File: src/rtl/multicycle_shift_unit.sv
// multicycle_shift_unit
// Iterative shift/rotate unit that sits beside the ALU. An operation is
// accepted with START in IDLE, shifted STEP bit positions per cycle in SHIFT,
// and reported with a one-cycle DONE pulse from DONE_S. The control unit
// stalls while BUSY is high and captures RESULT when DONE is high.
//
// Ports
//   CLK      rising-edge clock
//   RESET    synchronous active-high reset; abandons any operation
//   START    operation request, sampled only in IDLE
//   MODE     00=SLL 01=SRL 10=SRA 11=ROR, sampled with START
//   DATA_IN  WIDTH-bit operand, sampled with START
//   SHAMT    SHW-bit unsigned shift amount, sampled with START
//   BUSY     high whenever the unit is not in IDLE
//   DONE     one-cycle pulse, RESULT valid
//   RESULT   WIDTH-bit result, held until the next DONE
module multicycle_shift_unit #(
  parameter int WIDTH = 8,
  parameter int SHW   = 8,
  parameter int STEP  = 1
) (
  input  logic             CLK,
  input  logic             RESET,
  input  logic             START,
  input  logic [1:0]       MODE,
  input  logic [WIDTH-1:0] DATA_IN,
  input  logic [SHW-1:0]   SHAMT,
  output logic             BUSY,
  output logic             DONE,
  output logic [WIDTH-1:0] RESULT
);

  localparam int LW = $clog2(WIDTH);       // bits of a rotate amount
  localparam int CW = $clog2(WIDTH) + 1;   // count must hold WIDTH itself
  localparam int AW = (SHW > CW) ? SHW : CW;

  typedef enum logic [1:0] {
    M_SLL = 2'b00,
    M_SRL = 2'b01,
    M_SRA = 2'b10,
    M_ROR = 2'b11
  } mode_e;

  typedef enum logic [1:0] {
    S_IDLE  = 2'b00,
    S_SHIFT = 2'b01,
    S_DONE  = 2'b10
  } state_e;

  state_e           state_q, state_d;
  logic [WIDTH-1:0] data_q, data_d;
  logic [1:0]       mode_q, mode_d;
  logic [CW-1:0]    cnt_q, cnt_d;
  logic [WIDTH-1:0] result_q, result_d;

  logic [CW-1:0]    n_eff;
  logic [CW-1:0]    step_k;
  logic [WIDTH-1:0] shifted;

  // Shifts saturate at WIDTH positions; rotates wrap modulo WIDTH.
  function automatic logic [CW-1:0] eff_count(input logic [1:0] m,
                                               input logic [SHW-1:0] amt);
    logic [AW-1:0] a;
    a = AW'(amt);
    if (m == M_ROR)
      return CW'(a[LW-1:0]);
    else if (a >= AW'(WIDTH))
      return CW'(WIDTH);
    else
      return CW'(a);
  endfunction

  // One bit position in the given mode. SRA keeps the current MSB, which
  // never changes during an SRA operation, so it is the latched sign bit.
  function automatic logic [WIDTH-1:0] shift1(input logic [WIDTH-1:0] d,
                                              input logic [1:0] m);
    case (m)
      M_SLL:   return {d[WIDTH-2:0], 1'b0};
      M_SRL:   return {1'b0, d[WIDTH-1:1]};
      M_SRA:   return {d[WIDTH-1], d[WIDTH-1:1]};
      default: return {d[0], d[WIDTH-1:1]};
    endcase
  endfunction

  always_comb begin
    state_d  = state_q;
    data_d   = data_q;
    mode_d   = mode_q;
    cnt_d    = cnt_q;
    result_d = result_q;
    n_eff    = eff_count(MODE, SHAMT);
    step_k   = '0;
    shifted  = data_q;

    case (state_q)
      S_IDLE: begin
        if (START) begin
          data_d = DATA_IN;
          mode_d = MODE;
          cnt_d  = n_eff;
          if (n_eff == '0) begin
            // Nothing to shift: RESULT is the operand, loaded on entry to DONE_S.
            state_d  = S_DONE;
            result_d = DATA_IN;
          end else begin
            state_d = S_SHIFT;
          end
        end
      end

      S_SHIFT: begin
        step_k = (cnt_q < CW'(STEP)) ? cnt_q : CW'(STEP);
        for (int i = 0; i < STEP; i++) begin
          if (CW'(i) < step_k)
            shifted = shift1(shifted, mode_q);
        end
        data_d = shifted;
        cnt_d  = cnt_q - step_k;
        if (cnt_d == '0) begin
          // RESULT is registered, so load it on the way into DONE_S.
          state_d  = S_DONE;
          result_d = shifted;
        end
      end

      S_DONE: begin
        state_d = S_IDLE;
      end

      default: begin
        state_d = S_IDLE;
      end
    endcase
  end

  always_ff @(posedge CLK) begin
    if (RESET) begin
      state_q  <= S_IDLE;
      data_q   <= '0;
      mode_q   <= '0;
      cnt_q    <= '0;
      result_q <= '0;
    end else begin
      state_q  <= state_d;
      data_q   <= data_d;
      mode_q   <= mode_d;
      cnt_q    <= cnt_d;
      result_q <= result_d;
    end
  end

  // Outputs decode only registered state.
  assign BUSY   = (state_q != S_IDLE);
  assign DONE   = (state_q == S_DONE);
  assign RESULT = result_q;

endmodule

File: config.mk
export PLATFORM = sky130hd
export DESIGN_NAME = multicycle_shift_unit
export DESIGN_NICKNAME = d
export VERILOG_FILES = /design/src/rtl/multicycle_shift_unit.sv
export SDC_FILE = /design/constraint.sdc
export NUM_CORES = 1
export LEC_CHECK = 0
export CORE_MARGIN = 2
export CORE_UTILIZATION = 44
export DETAILED_ROUTE_END_ITERATION = 10
export PLACE_DENSITY = 0.81
export SYNTH_ARGS = -nofsm -noshare
export SYNTH_HDL_FRONTEND = slang
export SYNTH_SLANG_ARGS = --single-unit
File: constraint.sdc
create_clock -name CLK -period 2.35 [get_ports CLK]
set_clock_uncertainty 0.15 [all_clocks]
set_input_delay 0.47 -clock CLK [delete_from_list [all_inputs] [get_ports CLK]]
set_output_delay 0.47 -clock CLK [all_outputs]
set_load 0.01 [all_outputs]
# Word-level counts from Yosys, hierarchy flattened
# Cells that the tools add are included.
# Widths: inputs -> output; s select.
[totals]
reg_bits = 24
latch_bits = 0
ram_bits = 0
mem_bits_ro = 0
input_bits = 21
out_inout_bits = 10
word_cells = 44
memories = 0
[classes]
n_addsub = 1
n_mul = 0
div_mod_pow = 0
n_lt_le_gt_ge = 3
n_eq_ne = 8
shifts = 0
n_mux = 17
bitwise_logic = 0
n_reduce_logical = 10
[ops]
columns = ["cell", "n"]
rows = [
  ["$mux 8", 5],
  ["$pmux 8 s2", 2],
  ["$pmux 8 s3", 1],
  ["$mux 4", 4],
  ["$ge 8x4->1 const B", 1],
  ["$logic_not 4->1", 2],
  ["$pmux 4 s2", 1],
  ["$eq 2x2->1 const B", 3],
  ["$mux 2", 3],
  ["$ne 2x2->1 const B", 3],
  ["$reduce_and 2->1", 3],
  ["$eq 2x1->1 const B", 2],
  ["$logic_not 2->1", 2],
  ["$lt 1x4->1 const A", 1],
  ["$lt 4x1->1 const B", 1],
  ["$pmux 2 s2", 1],
  ["$reduce_and 4->1", 1],
  ["$reduce_bool 2->1", 2],
  ["$sub 4x4->4", 1],
]

# Logic depth before layout (Yosys ltp)
[logic_depth]
word_depth = 7
ltp_mapped = 12
ltp_nobuf = 8

# Least setup slack after synthesis
# No wires, ideal clock.
[synth_path]
kind = "register to register"
startpoint = "reg cnt_q[1]"
endpoint = "reg result_q[6] (netlist: RESULT[6])"
setup_time_ns = 0.091
arrival_ns = 2.367
t_required_ns = 2.109
slack_ns = -0.258
stages_incl_launch_ff = 13
n_path_buf = 4
synth_period_minus_slack_ns = 2.608
cell_sequence = "dfxtp_1 > buf_6 > or4_4 > buf_6 > buf_6 > nand2b_1 > ha_1 > nor2_1 > o211ai_1 > nand3_1 > buf_2 > a21oi_1 > a311oi_1"
[synth_between]
elab_chain_len = 6
word_cells_on_any_way = 10
classes_between = "add/sub (1); order compare (2); eq/ne (1); mux (4); reduce/logical (2)"
[synth_rtl]
columns = ["item", "line_no", "rtl"]
rows = [
  ["from (decl)", "53", "logic [CW-1:0] cnt_q, cnt_d;"],
  ["from (signal assigned)", "147", "cnt_q <= cnt_d;"],
  ["$lt 4x1->1", "112", "step_k = (cnt_q < CW'(STEP)) ? cnt_q : CW'(STEP);"],
  ["$mux 4", "112", ""],
  ["$sub 4x4->4 / $lt 1x4->1 (equally long branches)", "118, 114", ""],
  ["$logic_not 4->1 / $mux 8 (equally long branches)", "119, 114", ""],
  ["$ne 2x2->1 (no line) / $mux 8 (equally long branches)", "-", ""],
  ["$reduce_and 4->1 (no line) / $pmux 8 s2 (equally long branches)", "-", ""],
  ["to (signal assigned)", "148", "result_q <= result_d;"],
  ["to (decl)", "54", "logic [WIDTH-1:0] result_q, result_d;"],
]
# Several ways; a longest one is shown, not always the timed one. The select of a mux whose other input is x is not followed.
# A chain may end at the register's enable or synchronous reset.

# Worst setup path in the final report
[layout_path]
startpoint = "reg cnt_q[0]"
endpoint = "reg result_q[6] (netlist: RESULT[6])"
# The elaborated chain is that of the path after synthesis.

==> results.toml <==
[run_status]
outcome = "finished clean"

[clocking]
cts_resized = 0
cts.path.max_buffers = 2
cts.sinks = 24
cts_buffers = 3
cts_max_level = 1
root_buffer = "clkbuf_4"
clock_latency_ns = 0.31
ctsHoldBuffers = 0
clk_pin_slew_ns = 0.14
cts_tree = "done"
postCtsSetupBuffers = 0

[routing]
vias_per_cell = 5.76
wl_per_cell_um = 15.0
drt_iter0_markers = 55
ant_nets = 0
wl_mm = 3.50
drc_errors = 0
dr_total_vias = 1348
first_pass_iters = 4

[die]
die_y_um = 59.7
pin_count = 31
initial_core_util_pct = 45.4
die_area_um2 = 3560
die_w_um = 59.7
row_count = 20
core-area_um2 = 3000

[power]
ir_drop_mv = 0.467
power.density_nw_per_um2 = 806
leakagePower_nw = 0.689
p_total_mw = 1.48

[synthesis]
synthCells = 166
synth_top_family_by_area = "compound AO/OA/AOI/OAI gates"
synth_ff_type = "dfxtp_1"
synth_cell_type_count = 37
synthArstFlopShare_pct = 0
synth_compound_area_share_pct = 31.3
synth_edf_count = 0
synth-adder-area-share_pct = 0.918
syn_nets = 188
avgSynthCellArea_um2 = 8.21
ys_seq_elements = 24
synth-xor-area-share_pct = 0
syn_area_um2 = 1360
synthSimpleGateAreaFrac_pct = 20.8
yosys.area.top_type_share_pct = 35.3
yosysWarnings = 0
synth.area.top_cells = "dfxtp_1, a21oi_1, mux2i_1"
seq_area_frac_synth_pct = 35.3
yosys-mux-area-fraction_pct = 5.88
yosys.area.top_type = "dfxtp_1"

[sta]
max_freq_mhz = 444
hold_slack_ns = 0.342
relSlewSlack_pct = 60.8
period_share_pct = 95.8
worstMarginPinSlew_ns = 0.588
drv_slew = 0
setup_viol = 0
hold_violations = 0
min_period_ns = 2.25

[placed_design]
hpwl_mm = 2.62
dp_cells = 230
io_buffers = 30
place.gp.congestion = 0.831

[global_routing]
grt_overflow_total = 0
grt_max_degree = 25
grt_pass1_vias = 1308
antenna_found_initial = 0
grt_use_total_pct = 21.0
grt_pass1_wl_mm = 5.82

[finish]
layout.cells.most_common = "clkdlybuf4s50_1"
drive_gt1_share_pct = 19.4
fillerInstances = 270
stdcell_count = 234
diodes = 0
num-nets-final = 224
area_growth_pct = 35.1
mostFrequentLayoutCells = "clkdlybuf4s50_1, dfxtp_1, nor2_1, nand2_1, a21oi_1"

[worst_setup_path]
required_ns = 2.44
end_kind = "flip-flop"
worstPathMaxFanout = 14
critical_path_class = "reg -> reg"
critPathArrivalTime_ns = 2.34
critical-path-top-delay-family = "simple AND/OR/NAND/NOR gates"
slowest_stage = "or4_4"
slowest_delay_ns = 0.56
crit_path_cell_trace = "or4_4 > nand2b_4 > ha_4 > nor3b_1 > o211ai_1 > nand3_2 > buf_12 > a311oi_1"
path_buf_inv = 1
crit_path_start_kind = "flip-flop"

[flow_run]
cap_violations = 0

[min_path]
hp-class = "reg -> reg"
==> Yosys cell counts (all sizes together), types with 2 or more instances <==
cell type and number:
a311oi 6, o21ai 10, nand2 17, nand2b 3, nor2 18, nor3 4, nand3 4, nor4 3
a211oi 6, buf 7, o211ai 2, inv 3, and2 2, nor2b 3, clkbuf 4, dfxtp 24
mux2i 8, a21oi 26, a31oi 2
==> registers in the layout, indices dropped and copies added, names as in the netlist <==
signal	count
RESULT	8
data_q	8
cnt_q	4
mode_q	2
state_q	2
==> final timing paths <==
path	end	depth (start not counted)	slack [ns]	startpoint
setup reg to reg	RESULT[6]	8	0.1	cnt_q[0]
hold reg to reg	RESULT[0]	2	0.34	RESULT[0]
setup / recovery	RESULT[6]	8	0.1	cnt_q[0]
hold / removal	RESULT[0]	2	0.34	RESULT[0]
==> worst reg2reg max path, delay by kind of cell, from the launching register on <==
family / cells / cell delay (ns)
flip-flops: 1 / 0.35
buffers and inverters: 1 / 0.17
AND/OR/NAND/NOR: 4 / 0.86
adder cells (fa/ha/maj): 1 / 0.16
AO/OA/AOI/OAI: 2 / 0.50
==> layer usage <==
layer | share of wire (%) | GRT usage (%) | vias to the layer above
li1 | - | - | 683
met1 | 45 | 27.8 | 622
met2 | 50 | 36.6 | 37
met3 | 4.3 | 2.16 | 6
met4 | 1.4 | 4.76 | 0
met5 | 0 | 0 | -
==> report_power, final <==
part | switching [mW] | internal [mW]
combinational | 0.370 | 0.314
clock | 0.123 | 0.172
sequential | 0.0450 | 0.459
==> cell families (layout without fill, tap and decap cells) <==
kind of cell | after synthesis | in the layout
AOI/OAI and AO/OA | 61 | 61
adders and majority gates | 1 | 1
buffers and inverters | 14 | 49
DFF | 24 | 24
muxes | 8 | 8
and+or+nand+nor | 58 | 58
==> layout make-up <==
type | instances | area, um2 | area share, %
clock buffers | 3 | 22.5 | 1.22
clock inverters | 1 | 30.0 | 1.63
inverters | 3 | 11.3 | 0.612
multi-input cells | 128 | 851 | 46.2
flip-flops and latches | 24 | 482 | 26.2
well taps | 33 | 41.3 | 2.24
repair buffers | 42 | 403 | 21.9
==> per-stage QoR <==
step                      cell area [um2]  setup slack [ns]  util [%]  setup TNS, ns
final                                1840            0.0988      61.3              0
after floorplan                      1410           -0.0296         -        -0.0713
after global routing                 1840          -0.00951      61.3        -0.0118
after detailed placement             1780           -0.0652      59.2         -0.127
after global placement               1780            0.0288      59.2              0
after CTS                            1830            0.0643      61.0              0
No activity file was read; power rests on OpenSTA's default activity.
